**src/rtl/minhash_signature_gen.sv**
```systemverilog
// MinHash signature generator: framed shingle words in, seeded affine hash with xor-shift fold out,
// two-stage pipeline with per-frame indices, frame_done pulse and sticky index-overflow flag.
module minhash_signature_gen #(
    parameter int unsigned DATA_WIDTH      = 32,
    parameter int unsigned SIGNATURE_WIDTH = 32,
    parameter int unsigned INDEX_WIDTH     = 10,
    parameter logic [SIGNATURE_WIDTH-1:0] HASH_A = 32'h9E3779B1,
    parameter logic [SIGNATURE_WIDTH-1:0] HASH_B = 32'h7F4A7C15
) (
    input  logic                       clk,
    input  logic                       rst_n,
    input  logic                       start,
    input  logic [DATA_WIDTH-1:0]      seed_in,
    input  logic                       data_valid,
    input  logic [DATA_WIDTH-1:0]      data_in,
    input  logic                       data_last,
    output logic                       data_ready,
    output logic                       valid_out,
    output logic [SIGNATURE_WIDTH-1:0] signature_out,
    output logic [INDEX_WIDTH-1:0]     index_out,
    output logic                       busy,
    output logic                       frame_done,
    output logic                       overflow
);

    typedef enum logic [1:0] {
        IDLE  = 2'd0,
        RUN   = 2'd1,
        DRAIN = 2'd2
    } state_t;

    state_t                              state;
    logic [DATA_WIDTH-1:0]               seed;
    logic [INDEX_WIDTH-1:0]              idx_cnt;
    logic                                s1_valid;
    logic [DATA_WIDTH-1:0]               s1_x;
    logic [INDEX_WIDTH-1:0]              s1_idx;
    logic                                accept;
    logic                                last_slot;
    logic [DATA_WIDTH+SIGNATURE_WIDTH-1:0] x_ext;
    logic [SIGNATURE_WIDTH-1:0]          x_fit;
    logic [SIGNATURE_WIDTH-1:0]          p;
    logic [SIGNATURE_WIDTH-1:0]          sig_next;

    assign data_ready = (state == RUN);
    assign busy       = (state != IDLE);
    assign accept     = data_valid & data_ready;
    assign last_slot  = (idx_cnt == '1);

    // Zero-extend then truncate so x fits SIGNATURE_WIDTH whichever width is larger.
    always_comb begin
        x_ext    = {{SIGNATURE_WIDTH{1'b0}}, s1_x};
        x_fit    = x_ext[SIGNATURE_WIDTH-1:0];
        p        = x_fit * HASH_A + HASH_B;
        sig_next = p ^ (p >> (SIGNATURE_WIDTH / 2));
    end

    always_ff @(posedge clk) begin
        if (!rst_n) begin
            state         <= IDLE;
            seed          <= '0;
            idx_cnt       <= '0;
            s1_valid      <= 1'b0;
            s1_x          <= '0;
            s1_idx        <= '0;
            valid_out     <= 1'b0;
            signature_out <= '0;
            index_out     <= '0;
            frame_done    <= 1'b0;
            overflow      <= 1'b0;
        end else begin
            frame_done <= 1'b0;
            s1_valid   <= accept;
            valid_out  <= s1_valid;

            if (accept) begin
                s1_x    <= data_in ^ seed;
                s1_idx  <= idx_cnt;
                idx_cnt <= idx_cnt + 1'b1;
            end

            if (s1_valid) begin
                signature_out <= sig_next;
                index_out     <= s1_idx;
            end

            case (state)
                IDLE: begin
                    if (start) begin
                        seed     <= seed_in;
                        idx_cnt  <= '0;
                        overflow <= 1'b0;
                        state    <= RUN;
                    end
                end
                RUN: begin
                    if (accept && (data_last || last_slot)) begin
                        state <= DRAIN;
                        if (!data_last) begin
                            overflow <= 1'b1;
                        end
                    end
                end
                DRAIN: begin
                    // No accepts in DRAIN, so an empty stage 1 means both valids are 0
                    // after this edge: the final valid_out is leaving right now.
                    if (!s1_valid) begin
                        frame_done <= 1'b1;
                        state      <= IDLE;
                    end
                end
                default: state <= IDLE;
            endcase
        end
    end

endmodule
```
**config.mk**
```make
export PLATFORM = sky130hd
export DESIGN_NAME = minhash_signature_gen
export DESIGN_NICKNAME = d
export VERILOG_FILES = /design/src/rtl/minhash_signature_gen.sv
export SDC_FILE = /design/constraint.sdc
export NUM_CORES = 1
export LEC_CHECK = 0
export CAP_MARGIN = 20
export CORE_ASPECT_RATIO = 1.5
export CORE_MARGIN = 8
export CORE_UTILIZATION = 25
export CTS_BUF_LIST = sky130_fd_sc_hd__clkbuf_2 sky130_fd_sc_hd__clkbuf_4 sky130_fd_sc_hd__clkbuf_8
export CTS_CLUSTER_SIZE = 14
export DETAILED_ROUTE_END_ITERATION = 8
export SYNTH_ARGS = -nofsm -noshare
export SYNTH_HDL_FRONTEND = slang
export SYNTH_SLANG_ARGS = --single-unit
```
**constraint.sdc**
```tcl
create_clock -name clk -period 11.45 [get_ports clk]
set_clock_uncertainty 0.05 [all_clocks]
set_input_delay 2.29 -clock clk [delete_from_list [all_inputs] [get_ports clk]]
set_output_delay 2.29 -clock clk [all_outputs]
set_load 0.1 [all_outputs]
```
After elaboration in Yosys (flattened, before gate mapping)
Index checks and enable logic that the tools add are counted.
- output and inout bits: 47
- input port bits: 69
- register bits: 132
- multiplexer cells: 12
- add/sub/neg operators: 2
- bitwise operators: 3
- multiply operators: 1
- equal/unequal tests: 7
- reduce and logical (&&, ||, !) cells: 9
- operators by type and width (kind ; number):
    32-bit by 31-bit adder with 32-bit output, second input constant ; 1
    32-bit by 32-bit multiplier with 32-bit output, second input constant ; 1
    32-bit by 16-bit bitwise XOR with 32-bit output ; 1
    32-bit bitwise XOR ; 1
    10-bit two-way mux ; 3
    10-bit by 1-bit adder with 10-bit output, second input constant ; 1
    10-bit == test, second input constant ; 1
    2-bit two-way mux ; 3
    2-bit inequality test, second input constant ; 3
    2-bit case mux with 3 select lines ; 1
    1-bit two-way mux ; 4
    2-bit AND reduction ; 2
    4-bit AND reduction ; 1
    2-bit nonzero test ; 2
    3-bit AND reduction ; 1
    2-bit by 1-bit == test with 1-bit output, second input constant ; 1
    2-bit == test, second input constant ; 1
    2-bit logical NOT ; 1
    2-bit by 1-bit inequality test with 1-bit output, second input constant ; 1
    1-bit case mux with 2 select lines ; 1
    1-bit bitwise AND ; 1
    1-bit logical AND ; 1
    1-bit logical OR ; 1

Logic depth before layout (Yosys ltp)
Gate-level depths: netlist (run 1).
- depth after elaboration: 5
- gate-level depth with buffers: 27
- depth with buffers taken out: 26

Worst setup path before layout (run 1)
Ideal clock, no wire load.
- path kind: reg2reg
- start point: reg s1_x[5]
- end point: reg signature_out[31]
- arrival: 6.498 ns
- setup time: 0.118 ns
- path buffers: 0
- stages on the path, launching flop included: 27
- setup slack: 4.785 ns
- cell sequence: dfxtp_1 fa_1 xor2_1 ha_1 a21o_1 fa_1 inv_1 fa_1 inv_1 fa_1 inv_1 fa_1 inv_1 fa_1 inv_1 fa_1 inv_1 ha_1 a21oi_1 o21ai_1 a311oi_1 o21ai_1 o41ai_2 o21ai_1 xnor2_1 nand2_1 o211a_1
- word-level cells in the longest chain between the ends: 3
- ends and longest elaborated chain (what ; RTL line ; RTL):
    start, declared ; 36 ; logic [DATA_WIDTH-1:0] s1_x;
    start signal, assigned ; 77 ; s1_x <= data_in ^ seed;
    32-bit by 32-bit multiplier with 32-bit output ; 54 ; p = x_fit * HASH_A + HASH_B;
    32-bit by 31-bit adder with 32-bit output ; 54 ;
    32-bit by 16-bit bitwise XOR with 32-bit output ; 55 ; sig_next = p ^ (p >> (SIGNATURE_WIDTH / 2));
    end signal, assigned ; 83 ; signature_out <= sig_next;
    end, declared ; 19 ; output logic [SIGNATURE_WIDTH-1:0] signature_out,
Every way passes these cells.
A chain may end at the register's enable or synchronous reset.

Worst setup path in the final report (run 1)
- start point: reg s1_x[13]
- end point: reg signature_out[31]
The elaborated chain is that of the path after synthesis.

==> results of run 1 <==
## worst max-delay path, delay by kind of cell, from the launching register on
family / cells / cell delay, ns
xor gates and xnor gates: 1 / 0.32
DFF: 1 / 0.76
AOI/OAI and AO/OA: 5 / 1.13
adders and majority gates: 9 / 4.55
buffers and inverters: 6 / 0.61
and+or+nand+nor: 3 / 0.22
## logic make-up after synthesis
kind of cell    after synthesis  synth area share [%]
xor+xnor                    126                 7.625
mux                          30                 2.061
buf+inv                     386                 9.830
flops                       132                 17.91
fa+ha+maj                   412                 45.33
simple gates                248                 7.659
compound gates              178                 9.584
## per-layer routing
layer	up-vias	global-route usage, %	wire length [um]
li1	4922	-	-
met4	0	7.758	2648
met3	90	1.299	722
met5	-	0	0
met2	172	23.57	22110
met1	5011	12.16	15020
## cells in the mapped netlist, types with 2 or more instances
cell type                  number
sky130_fd_sc_hd__inv_1        347
sky130_fd_sc_hd__ha_1         208
sky130_fd_sc_hd__fa_1         204
sky130_fd_sc_hd__nand2_1      148
sky130_fd_sc_hd__dfxtp_1      132
sky130_fd_sc_hd__xnor2_1      104
sky130_fd_sc_hd__a21boi_0      43
sky130_fd_sc_hd__clkbuf_1      37
sky130_fd_sc_hd__o211a_1       37
sky130_fd_sc_hd__a21oi_1       28
sky130_fd_sc_hd__nor2b_1       28
sky130_fd_sc_hd__mux2i_1       27
sky130_fd_sc_hd__nor2_1        27
sky130_fd_sc_hd__xor2_1        20
sky130_fd_sc_hd__o21ai_0       16
sky130_fd_sc_hd__nand3b_1      12
sky130_fd_sc_hd__a21o_1        11
sky130_fd_sc_hd__and3_1         8
sky130_fd_sc_hd__a21oi_2        6
sky130_fd_sc_hd__o21ai_1        6
sky130_fd_sc_hd__nand3_1        5
sky130_fd_sc_hd__o21a_1         4
sky130_fd_sc_hd__and2_1         3
sky130_fd_sc_hd__mux2_2         3
sky130_fd_sc_hd__nand2b_1       3
sky130_fd_sc_hd__o21bai_1       3
sky130_fd_sc_hd__or3_1          3
sky130_fd_sc_hd__a211oi_1       2
sky130_fd_sc_hd__a311oi_1       2
sky130_fd_sc_hd__a31oi_2        2
sky130_fd_sc_hd__nand4_1        2
sky130_fd_sc_hd__nor3_1         2
sky130_fd_sc_hd__nor3b_1        2
sky130_fd_sc_hd__o211ai_2       2
sky130_fd_sc_hd__or2_2          2
## final timing paths
check,depth (start not counted),slack [ns],endpoint,from
setup / recovery,24,3.70,signature_out[31],s1_x[13]
hold reg to reg,2,0.42,s1_idx[2],s1_idx[2]
setup reg to reg,24,3.70,signature_out[31],s1_x[13]
hold / removal,2,0.42,s1_idx[2],s1_idx[2]
## metrics by stage
step | area (um2) | setup slack [ns] | utilization [%] | std cells
3_5_place_dp | 16780 | 3.784 | 28.61 | 2372
2_1_floorplan | 14750 | 4.785 | - | 1512
6_report | 17200 | 3.697 | 29.33 | 2409
5_1_grt | 17200 | 3.442 | 29.32 | 2408
4_1_cts | 17190 | 3.752 | 29.31 | 2404
3_3_place_gp | 16780 | 4.039 | 28.61 | 2372
## layout make-up
class                      count  area [um2]
tap                          777       972.2
clock buffer                  18       241.5
inverter                     347        1303
clock inverter                14       165.2
timing repair buffer         122        1201
antenna                        5       12.51
fill                        6234       41440
multi-input combinational    994       10660
sequential                   132        2644
## flip-flops by register name, summed over array words and instances, names as in the netlist
register       count
valid_out          1
s1_x              32
s1_idx            10
frame_done         1
index_out         10
state              2
idx_cnt           10
signature_out     32
seed              32
overflow           1
s1_valid           1
==> results.md, run 1 <==
- Summed over all instances, the cell type with the most area after synthesis is sky130_fd_sc_hd__fa_1.
- The final antenna-violating net count is 0.
- The die area is 67,200 um2.
- The clock tree buffer depth is 2.
- The setup path with the least slack is of type register to register.
- The critical path startpoint category is a register.
- STA puts the critical path data required time at 11.78 ns.
- The kind of path behind the tightest hold check is register to register.
- Using the TritonRoute via totals, the vias-per-cell ratio works out to 4.232.
- The number of max-slew violations in the final report was 0.
- The synthesized area divided by synthesized cell count is 9.756 um2.
- The violation count after the first detailed-route iteration is 273.
- Counting flops with a built-in enable in the synthesized netlist gives 0.
- The setup total negative slack is 0 ns.
- The count of port buffers added during placement is 115.
- The most prevalent standard cell on the critical path is sky130_fd_sc_hd__fa_1.
- Of all nets on the critical path, the largest fanout is 9.
- The proportion of register bits with asynchronous set or reset after synthesis is 0%.
- The number of antenna violations at the first check in global routing came to 4.
- The final net count is approximately 2,100.
- The synthesized design contains between 100 and 150 register bits.
- After synthesis, the largest area contributor takes up 27.68% of total cell area.
- Setup repair after global routing left no endpoint under its margin.
- The maximum number of pins on one net before global-route repair is 81.
- For this run, the number of Yosys warnings is 0.
- The flow ran to the end, and the final reports show no timing, DRC or antenna violations.
- The transition time at the pin with the least slew margin is 1.047 ns.
- After detailed routing, the average wire length per cell comes to 16.81 um.
- Headroom to the max-slew limit came out at 29.98%.
- Across the run, the number of max-cap violations was 0.
- Static timing analysis puts the maximum clock frequency at 129.0 MHz.
- The post-synthesis sequential area ratio is 17.91%.
- Detailed placement ended at an HPWL of around 35 mm.
- The total of hold buffers inserted after clock tree synthesis is 0.
- TritonCTS created 17 clock buffers.
- The number of placed I/O pins is 116.
- Relative to the synthesized area, the layout overhead comes to 16.59%.
- The via total after detailed routing is between 10,000 and 15,000.
- The number of global-route vias before repair came to 11,482.
- The share of the cycle needed by the critical path after routing is 67.71%.
- Setup violations remaining at the end of the flow were counted as 0.
- In the synthesized netlist the dominant register cell turns out to be sky130_fd_sc_hd__dfxtp_1.
- The net count of the mapped netlist is around 2,000.
- The later-pin clock latency in the skew report is around 0.48 ns.
- The area of the core is 58,640 um2.
- The number of detailed-route iterations in the first pass is 4.
- The cell sitting at the root of the clock tree is a sky130_fd_sc_hd__clkbuf_8.
- CTS saw 132 sinks.
- For this run, design rule violations remaining after detail routing come to 0.
- At the end of routability-driven placement, the weighted congestion stood at 0.9161.
- The slowest stage of the critical path is the sky130_fd_sc_hd__dfxtp_1 cell.
- The final worst hold slack is 0.4238 ns.
- The total congestion overflow is 0.
- TritonCTS built the clock tree.
- The H-tree generated during clock tree synthesis spans 4 levels.
- The proportion of layout cells with a drive suffix above 1 is 4.118%.
- The floorplan row count is around 110.
- For the worst setup path, the data arrival time is 8.08 ns.
- The hold violation count in the final report was 0.
- The most common cell after layout, fill and taps aside is sky130_fd_sc_hd__inv_1.
- Synthesis produced between 1,500 and 2,000 cells.
- Once the floorplan was initialized, standard cells occupied 25.15% of the core.
- Once the clock tree was built, the setup fixing pass inserted 0 buffers.
- For this run, the slowest stage of the critical path takes 0.76 ns.
- Clock-pin slew was measured on the worst setup and hold paths at 0.11 ns.
- The worst setup path is captured at a register.
- In this run the horizontal extent of the chip is 214.3 um.
- The die height is 313.5 um.
- In this run, distinct cell masters in the synthesized netlist total between 50 and 60.
- Yosys attributes the largest share of cell area to sky130_fd_sc_hd__fa_1, sky130_fd_sc_hd__dfxtp_1, sky130_fd_sc_hd__ha_1.
- The post-cts gate resize count is 0.
- The minimum clock period is approximately 7.8 ns.
- The wire length of the first global-routing pass is 63.58 mm.
- The mapped netlist covers ~15,000 um2.
- The signal on the critical path passes through inv_1 -> fa_1 -> inv_1 -> fa_1 -> inv_1 -> fa_1 -> fa_1 -> inv_1 -> fa_1 -> inv_1 -> fa_1 -> fa_1 -> fa_1 -> inv_1 -> ha_1 -> nand2_1 -> nor2_1 -> a211oi_1 -> o21ai_1 -> o41ai_2 -> o21ai_1 -> xnor2_1 -> nand2_1 -> o211a_1.
- In the layout the commonest cells are sky130_fd_sc_hd__inv_1, sky130_fd_sc_hd__ha_1, sky130_fd_sc_hd__fa_1, sky130_fd_sc_hd__nand2_1, sky130_fd_sc_hd__dfxtp_1.
- For this run, the total global-route usage over all layers was measured as 12.15%.
- The aggregate routed wire length is 40.51 mm.
Power of run 1 is left out: the tool's default activity adds up to more than one toggle a clock period on the data nets, which glitch-free logic cannot reach.
==> inputs of run 2 (changes only) <==
Clock period 11.45 ns to 7.05 ns, I/O delays scaled along.
==> run 2 against run 1 <==
Via count rose by 3.2%. Largest cell class unchanged. Wire length rose by 4.3%. Critical path type unchanged. Critical path depth rose by 1. Utilization rose by 0.73 points. Global-route usage rose by 0.59 points. Sequential cell count did not move. Register-to-register slack got worse by 3.4 ns.
==> results.md, run 2 (synthesized netlist as in run 1, its figures left out) <==
- The upper clock frequency limit was 147.9 MHz (was 129.0 MHz).
- The hold path startpoint is state[0] (was s1_idx[2]).
- The proportion of layout cells with a drive suffix above 1 is 8.060% (was 4.118%).
- The number of setup violations in the final report is 0 (unchanged).
- The mean routed wirelength per cell is 17.22 um (was 16.81 um).
- The signal arrival time at the worst endpoint was 7.09 ns (was 8.08 ns).
- The kind of path behind the tightest hold check was register to register (unchanged).
- The end of the worst hold path is frame_done (was s1_idx[2]).
- The transition time at the pin with the least slew margin is 1.041 ns (was 1.047 ns).
- The area growth from synthesis to layout is 19.50% (was 16.59%).
- The biggest fanout along the worst timing path is 5 (was 9).
- The met1 layer wirelength in the final routing is 15.68 mm (was 15.02 mm).
- Status: finished, final reports clean (unchanged).
- The initial core utilization is 25.15% (unchanged).
- The wire length of the first global-routing pass came to 65.77 mm (was 63.58 mm).
- The post-detailed-route DRC marker count was 0 (unchanged).
- The number of placed I/O pins is 116 (unchanged).
- The final antenna-violating net count is 0 (unchanged).
- The half-perimeter wire length of the detailed placement result came to 36.55 mm (was 35.19 mm).
- The nature of the critical path endpoint is a register (unchanged).
- The aggregate routed wire length is 42.27 mm (was 40.51 mm).
- The top metal layer carrying routed signals is met4 (unchanged).
- The total congestion overflow came to 0 (unchanged).
- The die outline width is 214.3 um (unchanged).
- The kind of cell adding the most delay to the critical path is adder cells (unchanged).
- The most common cell after layout, fill and taps aside is sky130_fd_sc_hd__inv_1 (unchanged).
- The violation count after the first detailed-route iteration is 349 (was 273).
- The number of violations of the max-capacitance limit came to 0 (unchanged).
- The floorplan row count came to 109 (unchanged).
- The placed cell area is 17,140 um2 (was 16,780 um2).
- The hold violation count in the final report is 0 (unchanged).
- The number of buffers created by CTS was 17 (unchanged).
- The worst-path cell with the longest stage delay is sky130_fd_sc_hd__fa_1 (was sky130_fd_sc_hd__dfxtp_1).
- The number of antenna violations at the first check in global routing is 2 (was 4).
- Top Registers: s1_x x32, seed x32, signature_out x32 (unchanged).
- The category of the most critical setup path is register to register (unchanged).
- The maximum number of pins on one net before global-route repair is 75 (was 81).
- The headroom to the max-slew limit came to 30.36% (was 29.98%).
- Unrepaired setup endpoints after global routing: true (was false).
- Commonest cells after routing, fill and taps aside: sky130_fd_sc_hd__inv_1, sky130_fd_sc_hd__ha_1, sky130_fd_sc_hd__fa_1, sky130_fd_sc_hd__nand2_1, sky130_fd_sc_hd__dfxtp_1 (unchanged).
- The launching instance or port of the critical path was s1_x[5] (was s1_x[13]).
- The later-pin clock latency in the skew report is 0.49 ns (was 0.48 ns).
- The count of buffering cells on the critical path with inverters included is 5 (was 6).
- The maximum level of the CTS H-tree is 4 (unchanged).
- The per-cell via count in the routed design is 4.288 (was 4.232).
- The critical path startpoint category is a register (unchanged).
- The post-route cell area is 17,630 um2 (was 17,200 um2).
- The minimum clock period is 6.759 ns (was 7.753 ns).
- The die area is 67,200 um2 (unchanged).
- The clock transition at the registers of the reported paths came to 0.09 ns (was 0.11 ns).
- The worst hold path cell count is 1 (was 2).
- The length of routed met2 wiring is 22.68 mm (was 22.11 mm).
- The count of port buffers added during placement was 115 (unchanged).
- The clock tree from TritonCTS was yes (unchanged).
- The number of global-route vias before repair is 11,619 (was 11,482).
- The critical register-to-register path startpoint is s1_x[5] (was s1_x[13]).
- The reg-to-reg setup timing slack is 0.29 ns (was 3.70 ns).
- The area of the core is 58,640 um2 (unchanged).
- The CTS sink count is 132 (unchanged).
- The die height came to 313.5 um (unchanged).
- The number of detailed-route iterations in the first pass is 5 (was 4).
- The total routing resource utilization after global routing was 12.73% (was 12.15%).
- The via total after detailed routing is 10,522 (was 10,195).
- The global placer's final weighted congestion is 0.9490 (was 0.9161).
- The clock tree buffer depth is 2 (unchanged).
- The endpoint of the worst-slack reg-to-reg timing path was signature_out[10] (was signature_out[31]).
- The logic depth of the worst register-to-register path is 25 (was 24).
- The final net count was 2,143 (was 2,095).
- The library cell used as clock root buffer is sky130_fd_sc_hd__clkbuf_8 (unchanged).
- The number of max-slew violations in the final report is 0 (unchanged).
- The longest individual stage delay on the worst path is 0.55 ns (was 0.76 ns).
- The share of the cycle needed by the critical path after routing is 95.88% (was 67.71%).
- The most prevalent standard cell on the critical path is sky130_fd_sc_hd__fa_1 (unchanged).
- The routed wire length on met3 is 1.123 mm (was 722 um).
- The required time of the critical path is 7.38 ns (was 11.78 ns).
run 2: changes by cell type in the layout (fill, tap and decap cells not counted), sizes merged:
cell and change:
bufinv -1, clkinv +2, inv -1, diode -3
buf +48
run 2: metal layers:
metal / global-route usage (%) / vias to the layer above
met5: 0 / -
met4: 8.430 / 0
met3: 1.616 / 101
met2: 23.99 / 217
met1: 13.06 / 5181
li1: - / 5023
run 2: through the flow:
step | worst slack [ns] | utilization, % | hold WS [ns] | TNS, ns | cells
global route | -0.01866 | 30.06 | 0.4429 | -0.01866 | 2454
CTS | 0.1273 | 29.89 | 0.4263 | 0 | 2452
detailed placement | 0.1491 | 29.23 | 0.4133 | 0 | 2420
global placement | 0.1744 | 29.23 | 0.4083 | 0 | 2420
finish | 0.2908 | 30.06 | 0.4188 | 0 | 2454
floorplan | 0.3847 | - | 0.3778 | 0 | 1512
run 2: worst max-delay path by stage:
stage	to	slack, ns	depth (start not counted)
final	signature_out[10]	0.29	25
after global routing	signature_out[14]	-0.02	24
after CTS	signature_out[13]	0.13	27
after detailed placement	signature_out[14]	0.15	25
after global placement	signature_out[13]	0.17	29
after floorplan	signature_out[31]	0.38	26
run 2: repair_timing:
action                     CTS  global route
setup buffers                0             0
setup endpoints to repair    0            14
gates resized for setup      0            23
hold buffers                 0             0
run 2: worst reg2reg max path, delay by kind of cell (launching register included):
| family | cells | cell delay, ns |
|---|---|---|
| fa+ha+maj | 9 | 3.81 |
| buf+inv | 5 | 0.39 |
| simple gates | 4 | 0.65 |
| compound gates | 4 | 0.84 |
| flops | 1 | 0.37 |
| xor+xnor | 3 | 0.55 |
run 2: final cells by class:
type	instances	area, um2
Fill cell	6208	41020
Antenna cell	2	5.005
Inverter	347	1303
Clock buffer	18	241.5
Multi-Input combinational cell	994	10740
Sequential cell	132	2655
Clock inverter	14	145.1
Tap cell	777	972.2
Timing Repair Buffer	170	1565
Power of run 2 is left out for the same reason.
